File: src/rtl/pc_fetch_unit.sv
// Program counter and instruction-fetch sequencer: selects the next PC, runs the
// variable-latency imem handshake, squashes wrong-path fetches and traps misaligned targets.
module pc_fetch_unit #(
  parameter int              XLEN     = 32,
  parameter logic [XLEN-1:0] RESET_PC = 32'h0000_0000
) (
  input  logic            clk,
  input  logic            reset,
  input  logic [1:0]      PCSrc,
  input  logic            resolve_valid,
  input  logic [XLEN-1:0] PCTarget,
  input  logic [XLEN-1:0] ALUResult,
  output logic            imem_req,
  output logic [XLEN-1:0] imem_addr,
  input  logic            imem_ready,
  input  logic [31:0]     imem_rdata,
  input  logic            stall,
  output logic            instr_valid,
  output logic [31:0]     Instr,
  output logic [XLEN-1:0] PC,
  output logic [XLEN-1:0] PCPlus4,
  output logic            fetch_fault
);

  localparam logic [XLEN-1:0] PC_STEP = XLEN'(3'd4);
  localparam logic [31:0]     NOP     = 32'h0000_0013;

  typedef enum logic [1:0] {
    BOOT  = 2'b00,
    FETCH = 2'b01,
    HOLD  = 2'b10,
    FAULT = 2'b11
  } state_t;

  state_t          state_r, state_nxt_s;
  logic [XLEN-1:0] fetch_pc_r, fetch_pc_nxt_s;
  logic [XLEN-1:0] redir_pc_r, redir_pc_nxt_s;
  logic            kill_r, kill_nxt_s;
  logic            req_nxt_s, valid_nxt_s, fault_nxt_s;
  logic [XLEN-1:0] addr_nxt_s, pc_nxt_s, pcp4_nxt_s;
  logic [31:0]     instr_nxt_s;
  logic [XLEN-1:0] target_s;
  logic            redirect_s;
  logic            misaligned_s;

  assign redirect_s   = resolve_valid && (PCSrc != 2'b00);
  assign misaligned_s = (target_s[1:0] != 2'b00);

  // Redirect target: jalr targets have their LSB cleared.
  always_comb begin
    target_s = PCTarget;
    if (PCSrc == 2'b01) begin
      target_s = PCTarget;
    end else begin
      target_s = {ALUResult[XLEN-1:1], 1'b0};
    end
  end

  // Next-state and next-output computation.
  always_comb begin
    state_nxt_s    = state_r;
    fetch_pc_nxt_s = fetch_pc_r;
    redir_pc_nxt_s = redir_pc_r;
    kill_nxt_s     = kill_r;
    req_nxt_s      = imem_req;
    addr_nxt_s     = imem_addr;
    instr_nxt_s    = Instr;
    pc_nxt_s       = PC;
    pcp4_nxt_s     = PCPlus4;
    fault_nxt_s    = fetch_fault;
    valid_nxt_s    = instr_valid;

    if (instr_valid && !stall) begin
      valid_nxt_s = 1'b0;
    end else begin
      valid_nxt_s = instr_valid;
    end

    case (state_r)
      BOOT: begin
        state_nxt_s = FETCH;
        req_nxt_s   = 1'b1;
        addr_nxt_s  = fetch_pc_r;
      end
      FETCH: begin
        if (imem_ready && kill_r) begin
          // Wrong-path data returns: drop it and move to the pending target.
          kill_nxt_s     = 1'b0;
          fetch_pc_nxt_s = redir_pc_r;
          addr_nxt_s     = redir_pc_r;
          req_nxt_s      = 1'b1;
        end else if (imem_ready) begin
          instr_nxt_s    = imem_rdata;
          pc_nxt_s       = fetch_pc_r;
          pcp4_nxt_s     = fetch_pc_r + PC_STEP;
          valid_nxt_s    = 1'b1;
          fetch_pc_nxt_s = fetch_pc_r + PC_STEP;
          if (!stall) begin
            addr_nxt_s = fetch_pc_r + PC_STEP;
            req_nxt_s  = 1'b1;
          end else begin
            state_nxt_s = HOLD;
            req_nxt_s   = 1'b0;
          end
        end else begin
          req_nxt_s = 1'b1;
        end
      end
      HOLD: begin
        if (!stall) begin
          state_nxt_s = FETCH;
          req_nxt_s   = 1'b1;
          addr_nxt_s  = fetch_pc_r;
        end else begin
          req_nxt_s = 1'b0;
        end
      end
      FAULT: begin
        req_nxt_s   = 1'b0;
        valid_nxt_s = 1'b0;
        fault_nxt_s = 1'b1;
        kill_nxt_s  = 1'b0;
      end
      default: begin
        state_nxt_s = FAULT;
        req_nxt_s   = 1'b0;
        valid_nxt_s = 1'b0;
        fault_nxt_s = 1'b1;
      end
    endcase

    // A redirect overrides stall and any sequential progress made above.
    if (redirect_s && (state_r != FAULT)) begin
      valid_nxt_s = 1'b0;
      instr_nxt_s = Instr;
      pc_nxt_s    = PC;
      pcp4_nxt_s  = PCPlus4;
      if (misaligned_s) begin
        state_nxt_s = FAULT;
        req_nxt_s   = 1'b0;
        fault_nxt_s = 1'b1;
        kill_nxt_s  = 1'b0;
      end else if ((state_r == FETCH) && !imem_ready) begin
        kill_nxt_s     = 1'b1;
        redir_pc_nxt_s = target_s;
        fetch_pc_nxt_s = fetch_pc_r;
        addr_nxt_s     = imem_addr;
        req_nxt_s      = 1'b1;
        state_nxt_s    = FETCH;
      end else begin
        kill_nxt_s     = 1'b0;
        fetch_pc_nxt_s = target_s;
        addr_nxt_s     = target_s;
        req_nxt_s      = 1'b1;
        state_nxt_s    = FETCH;
      end
    end else begin
      valid_nxt_s = valid_nxt_s;
    end
  end

  // State register.
  always_ff @(posedge clk or posedge reset) begin
    if (reset) begin
      state_r <= BOOT;
    end else begin
      state_r <= state_nxt_s;
    end
  end

  // Fetch bookkeeping and registered outputs.
  always_ff @(posedge clk or posedge reset) begin
    if (reset) begin
      fetch_pc_r  <= RESET_PC;
      redir_pc_r  <= RESET_PC;
      kill_r      <= 1'b0;
      imem_req    <= 1'b0;
      imem_addr   <= RESET_PC;
      instr_valid <= 1'b0;
      Instr       <= NOP;
      PC          <= RESET_PC;
      PCPlus4     <= RESET_PC + PC_STEP;
      fetch_fault <= 1'b0;
    end else begin
      fetch_pc_r  <= fetch_pc_nxt_s;
      redir_pc_r  <= redir_pc_nxt_s;
      kill_r      <= kill_nxt_s;
      imem_req    <= req_nxt_s;
      imem_addr   <= addr_nxt_s;
      instr_valid <= valid_nxt_s;
      Instr       <= instr_nxt_s;
      PC          <= pc_nxt_s;
      PCPlus4     <= pcp4_nxt_s;
      fetch_fault <= fault_nxt_s;
    end
  end

endmodule

File: config.mk
export PLATFORM = sky130hd
export DESIGN_NAME = pc_fetch_unit
export DESIGN_NICKNAME = d
export VERILOG_FILES = /design/src/rtl/pc_fetch_unit.sv
export SDC_FILE = /design/constraint.sdc
export NUM_CORES = 1
export LEC_CHECK = 0
export BUFFER_PORTS_ARGS = -buffer_cell sky130_fd_sc_hd__buf_2
export CORE_UTILIZATION = 30
export CTS_CLUSTER_SIZE = 28
export DETAILED_ROUTE_END_ITERATION = 12
export PLACE_DENSITY = 0.58
export SLEW_MARGIN = 10
export SYNTH_ARGS = -nofsm -noshare
export SYNTH_HDL_FRONTEND = slang
export SYNTH_SLANG_ARGS = --single-unit
File: constraint.sdc
create_clock -name clk -period 12.6 [get_ports clk]
set_input_delay 1.26 -clock clk [delete_from_list [all_inputs] [get_ports clk]]
set_output_delay 1.26 -clock clk [all_outputs]
set_load 0.01 [all_outputs]
==> results.json, run 1 <==
{
  "r2r_setup_slack_ns": 9.49,
  "worst_pin_slew_ns": 1.119,
  "area_growth_pct": 19.82,
  "initial_utilization_pct": 30.42,
  "clock_path_buffers": 2,
  "grt_util_met3_pct": 5.134,
  "place_hpwl_mm": 24.63,
  "layout_setup_ws_ns": 8.943,
  "yosys.area.top_type_share_pct": 47.11,
  "cp.required_ns": 12.92,
  "grt_pass1_vias": 8775,
  "route.detailed.drc": 0,
  "holdPathEnd": "PC[6]$_DFFE_PP0P_",
  "antenna_found_initial": 1,
  "hold_buffers": 0,
  "ir_drop_uv": 87.79,
  "die_area_sq_mm": 0.03474,
  "routabilityCongestion": 0.9366,
  "numCtsBuffers": 17,
  "grt-busiest-layer": "met2",
  "leakage_nw": 5.673,
  "grt_setup_unrepaired": "no",
  "fp-row-count": 67,
  "fin_crit_sh_pct": 29.02,
  "io_buffers": 232,
  "cts_resized": 0,
  "worstSetupStartpointType": "primary input",
  "syn_area_per_cell_sq_um": 9.845,
  "die_h_um": 186.4,
  "grt_max_degree": 127,
  "hold_start": "PC[6]$_DFFE_PP0P_",
  "rr_startpoint": "fetch_pc_r[2]$_DFFE_PP0N_",
  "synth_area_leaders": "dfrtp_1, mux2_2, o21ai_0, nand2_1, mux2i_1",
  "syn_inst": 1036,
  "slew_headroom_pct": 25.10,
  "slowest_stage": "and2_1",
  "antenna_left": 0,
  "synth_cell_types": 78,
  "cp_max_fo": 24,
  "synth_most_common_cell": "dfrtp_1",
  "crit_chain": "buf_2, and2_1, buf_4, nor2_1, buf_4, nand2_1, nor2_1, a2111oi_0, a21oi_1",
  "clock-root-buffer": "clkbuf_16",
  "grt_use_met2_pct": 30.30,
  "drt_pass1_iterations": 5,
  "nNetsFinal": 1331,
  "clkTransAtPathRegs_ns": 0.08,
  "clk_latency_ns": 0.45,
  "io_pins": 234,
  "slew_viol_final": 0,
  "hold_viol": 0,
  "drt-wirelength-per-cell_um": 21.14,
  "hp-class": "register to register",
  "ys_warn_count": 0,
  "drive_gt1_share_pct": 30.83,
  "r2r_end": "imem_addr[28]$_DFFE_PP0N_",
  "post_drt_via_cell_ratio": 5.406,
  "final.setup.tns_ns": 0,
  "use_met1_pct": 28.75,
  "via_count": 9126,
  "async_flop_share_pct": 100.0,
  "cts_setup_buffers": 0,
  "grt-ovfl-total": 0,
  "maxCapViolCount": 0,
  "synth-seq-cells": 196,
  "grt_pass1_wl_mm": 55.15,
  "power_density_mw_per_mm2": 174.6,
  "whs_ns": 0.4760,
  "ys_dominant_reg_cell": "dfrtp_1",
  "cp.arrival_ns": 3.98,
  "yosysSeqAreaShare_pct": 48.14,
  "setup_viol_count_final": 0,
  "cts.sinks": 196,
  "ff2ff_path_depth": 7,
  "pre_cts_slack_ns": 8.569,
  "min_period_ns": 3.657,
  "fp.coreArea_sq_mm": 0.03353,
  "cts_tree": "yes",
  "synth_nets": 1140,
  "final_core_util_pct": 36.45,
  "synth-edff-count": 0,
  "cpPeakStageDelay_ns": 0.59,
  "grtUsageTotal_pct": 20.64,
  "holdPathStages": 2,
  "dieWidth_um": 186.4,
  "routed_wirelength_mm": 35.69,
  "synth_area_sq_mm": 0.01020,
  "synth_top_area_cell": "dfrtp_1",
  "synth_commonest_cells": "dfrtp_1, nand2_1, o21ai_0, mux2_2, nor2_1",
  "critPathKind": "primary input to register",
  "end_kind": "register",
  "htree_levels": 4,
  "fin_skew_ns": 0.02018,
  "status": "finished, final reports clean",
  "fmax_mhz": 273.4,
  "drtIter0Drc": 927
}
-- sequential cells by signal, indices dropped and copies added, names as in the netlist, 2 cells and up --
name	count
Instr	32
PC	32
PCPlus4	30
fetch_pc_r	32
imem_addr	32
redir_pc_r	32
state_r	2
-- kinds of logic (layout without fill, tap and decap cells) --
kind of cell             Yosys count  after routing  share of synthesized area (%)
AO/OA/AOI/OAI                    311            311                          19.41
AND/OR/NAND/NOR                  306            306                          14.34
flip-flops                       196            196                          48.14
multiplexers                     104            104                          11.08
buffers and inverters             90            293                          4.514
XOR/XNOR                          28             28                          2.404
adder cells (fa/ha/maj)            1              1                         0.1226
other                              0              1                              0
-- cells in the final DEF, fill, tap and decap left out, drive strengths merged, types with 19 or more instances in the layout --
master  netlist  routed
a21oi        54      54
a221oi       19      19
buf          37     249
clkbuf       40      20
dfrtp       192     192
mux2         71      71
mux2i        33      33
nand2       152     152
nand3        24      24
nor2         63      63
o21ai       131     131
-- worst max-delay path, delay by kind of cell --
kind	cells	cell delay [ns]
AND/OR/NAND/NOR	4	1.23
buffers and inverters	3	0.94
AO/OA/AOI/OAI	2	0.52
-- per-stage QoR --
stage / area (sq um) / power, mW / std cells
6_report: 12220 / 2.134 / 1688
2_1_floorplan: 10200 / 1.325 / 1036
5_1_grt: 12220 / 2.254 / 1687
3_5_place_dp: 11670 / 1.615 / 1656
3_3_place_gp: 11670 / 1.601 / 1656
4_1_cts: 12220 / 2.147 / 1687
-- final cells by class --
class,instances,area [sq um]
fillers,3427,21310
flip-flops and latches,196,4910
multi-input cells,750,4855
repair buffers,249,1289
well taps,448,560.5
clock buffers,20,456.7
clock inverters,11,92.59
inverters,13,56.30
diodes,1,2.502
-- worst max path at each step --
| stage | start | endpoint | depth (start not counted) |
|---|---|---|---|
| 2_1_floorplan | reset | Instr[10]$_DFFE_PP0P_ | 1 |
| 3_3_place_gp | imem_ready | imem_addr[9]$_DFFE_PP0N_ | 9 |
| 3_5_place_dp | imem_ready | imem_addr[9]$_DFFE_PP0N_ | 9 |
| 4_1_cts | imem_ready | imem_addr[9]$_DFFE_PP0N_ | 9 |
| 5_1_grt | imem_ready | imem_addr[9]$_DFFE_PP0N_ | 9 |
| 6_report | imem_ready | imem_addr[9]$_DFFE_PP0N_ | 9 |
-- metal layers --
layer / up-vias / routed length, um
li1: 4147 / -
met1: 4423 / 15470
met2: 494 / 15860
met3: 62 / 3260
met4: 0 / 1097
met5: - / 0
-- report_power, final --
| group | leakage, nW | internal (mW) | switching [mW] |
|---|---|---|---|
| clock | 0.261 | 0.267 | 0.263 |
| sequential | 2.51 | 0.802 | 0.191 |
| combinational | 2.90 | 0.271 | 0.340 |
| total | 5.67 | 1.34 | 0.795 |
Note: power is estimated with default switching activity, not from simulation.
==> inputs of run 2 (changes only) <==
--- a/config.mk
+++ b/config.mk
@@ -9,7 +9,7 @@
 export CORE_UTILIZATION = 30
 export CTS_CLUSTER_SIZE = 28
 export DETAILED_ROUTE_END_ITERATION = 12
-export PLACE_DENSITY = 0.58
+export PLACE_DENSITY = 0.6
 export SLEW_MARGIN = 10
 export SYNTH_ARGS = -nofsm -noshare
 export SYNTH_HDL_FRONTEND = slang
==> constraint.sdc (replaced) <==
create_clock -name clk -period 3.36 [get_ports clk]
set_input_delay 0.336 -clock clk [delete_from_list [all_inputs] [get_ports clk]]
set_output_delay 0.336 -clock clk [all_outputs]
set_load 0.01 [all_outputs]
==> run 2 against run 1 <==
Compared with the run above:
- via count increased by 1.9%
- routed wire length increased by 1.5%
- final cell count increased by 1.7%
- sequential power increased to 3.7 times the previous value
- total power increased to 3.8 times the previous value
- count of clock-buffer cells in the layout decreased by 1
- largest power group unchanged
==> results.json, run 2 (synthesis gave the netlist of run 1 again) <==
{
  "fin_crit_sh_pct": 80.63,
  "htree_levels": 4,
  "grt_setup_unrepaired": "no",
  "post_drt_via_cell_ratio": 5.421,
  "critPathKind": "register to register",
  "clock-root-buffer": "clkbuf_16",
  "slew_viol_final": 0,
  "nNetsFinal": 1358,
  "drt_pass1_iterations": 6,
  "numCtsBuffers": 17,
  "dieWidth_um": 186.4,
  "cpPeakStageDelay_ns": 0.64,
  "layout_commonest_cell": "buf_2",
  "ir_drop_uv": 384.2,
  "cts_setup_buffers": 0,
  "cts.sinks": 196,
  "final.setup.tns_ns": 0,
  "clk_latency_ns": 0.46,
  "worst_pin_slew_ns": 1.122,
  "io_pins": 234,
  "grt_max_degree": 99,
  "antenna_found_initial": 1,
  "slowest_stage": "nor4_4",
  "initial_utilization_pct": 30.42,
  "drt-wirelength-per-cell_um": 21.11,
  "via_count": 9302,
  "clock_path_buffers": 2,
  "cp.required_ns": 3.71,
  "worstSetupStartpointType": "register",
  "routabilityCongestion": 0.9091,
  "fp.coreArea_sq_mm": 0.03353,
  "grt_pass1_vias": 9099,
  "crit_chain": "ha_1, nand4_4, nor4_4, nand4_2, xor2_1, o221a_1, nor3_2",
  "whs_ns": 0.1046,
  "cts_tree": "yes",
  "hold_viol": 0,
  "fin_skew_ns": 0.01400,
  "hp-class": "primary input to register",
  "cp_max_fo": 8,
  "grt_pass1_wl_mm": 55.97,
  "min_period_ns": 2.709,
  "antenna_left": 0,
  "fp-row-count": 67,
  "fmax_mhz": 369.1,
  "io_buffers": 232,
  "die_area_sq_mm": 0.03474,
  "drive_gt1_share_pct": 32.20,
  "status": "finished, final reports clean",
  "clkTransAtPathRegs_ns": 0.08,
  "die_h_um": 186.4,
  "cts_resized": 0,
  "final_cell_mix": "buf_2, dfrtp_1, nand2_1, o21ai_0, mux2_2",
  "hold_buffers": 1,
  "place_hpwl_mm": 25.64,
  "drtIter0Drc": 877,
  "power_density_mw_per_mm2": 649.3,
  "end_kind": "register",
  "leakage_nw": 5.812,
  "grtUsageTotal_pct": 21.06,
  "cp.arrival_ns": 3.06,
  "setup_viol_count_final": 0,
  "area_growth_pct": 22.31,
  "slew_headroom_pct": 24.91,
  "routed_wirelength_mm": 36.23,
  "route.detailed.drc": 0,
  "grt-ovfl-total": 0,
  "maxCapViolCount": 0
}
-- run 2: final timing paths --
check / cells past startpoint / slack (ns) / end / start
setup / recovery: 7 / 0.65 / imem_addr[28]$_DFFE_PP0N_ / fetch_pc_r[2]$_DFFE_PP0N_
hold / removal: 2 / 0.10 / Instr[13]$_DFFE_PP0P_ / imem_rdata[13]
setup reg to reg: 7 / 0.65 / imem_addr[28]$_DFFE_PP0N_ / fetch_pc_r[2]$_DFFE_PP0N_
hold reg to reg: 2 / 0.48 / PCPlus4[15]$_DFFE_PP0P_ / PCPlus4[15]$_DFFE_PP0P_
max in group asynchronous: 4 / 1.83 / redir_pc_r[11]$_DFFE_PP0P_ / reset
min in group asynchronous: 3 / 0.54 / Instr[30]$_DFFE_PP0P_ / reset
-- run 2: layout make-up --
cell class / count / area [sq um]
Multi-Input combinational cell: 750 / 4850
Clock inverter: 13 / 123.9
Sequential cell: 196 / 4910
Antenna cell: 1 / 2.502
Timing Repair Buffer: 276 / 1544
Clock buffer: 19 / 432.9
Tap cell: 448 / 560.5
Inverter: 13 / 52.55
Fill cell: 3456 / 21060
-- run 2: stage by stage --
stage | utilization [%] | instance area (sq um) | total power, mW | setup slack, ns | cells
3_5_place_dp | 35.51 | 11910 | 6.107 | 0.6929 | 1682
6_report | 37.21 | 12480 | 8.100 | 0.6509 | 1716
2_1_floorplan | - | 10200 | 4.968 | 0.4949 | 1036
5_1_grt | 37.20 | 12470 | 8.531 | 0.5644 | 1715
4_1_cts | 37.20 | 12470 | 8.151 | 0.7682 | 1715
3_3_place_gp | 35.51 | 11910 | 6.050 | 0.7269 | 1682
-- run 2: routing by layer --
metal / routed length (um) / up-vias / track usage [%]
met5: 0 / - / 0
li1: - / 4208 / -
met1: 15690 / 4515 / 28.93
met4: 1032 / 0 / 8.423
met3: 3471 / 67 / 5.661
met2: 16040 / 512 / 31.29
-- run 2: report_power, final --
group          total [mW]  internal [mW]  switching (mW)
registers            3.71           3.01           0.705
logic                2.37           1.05            1.32
clock network        2.02           1.03           0.988
-- run 2: worst max-delay path: cells and delay by family, from the launching register on --
family	cells	cell delay [ns]
and+or+nand+nor	4	1.21
DFF	1	0.36
AOI/OAI and AO/OA	1	0.28
adders and majority gates	1	0.31
xor gates and xnor gates	1	0.44
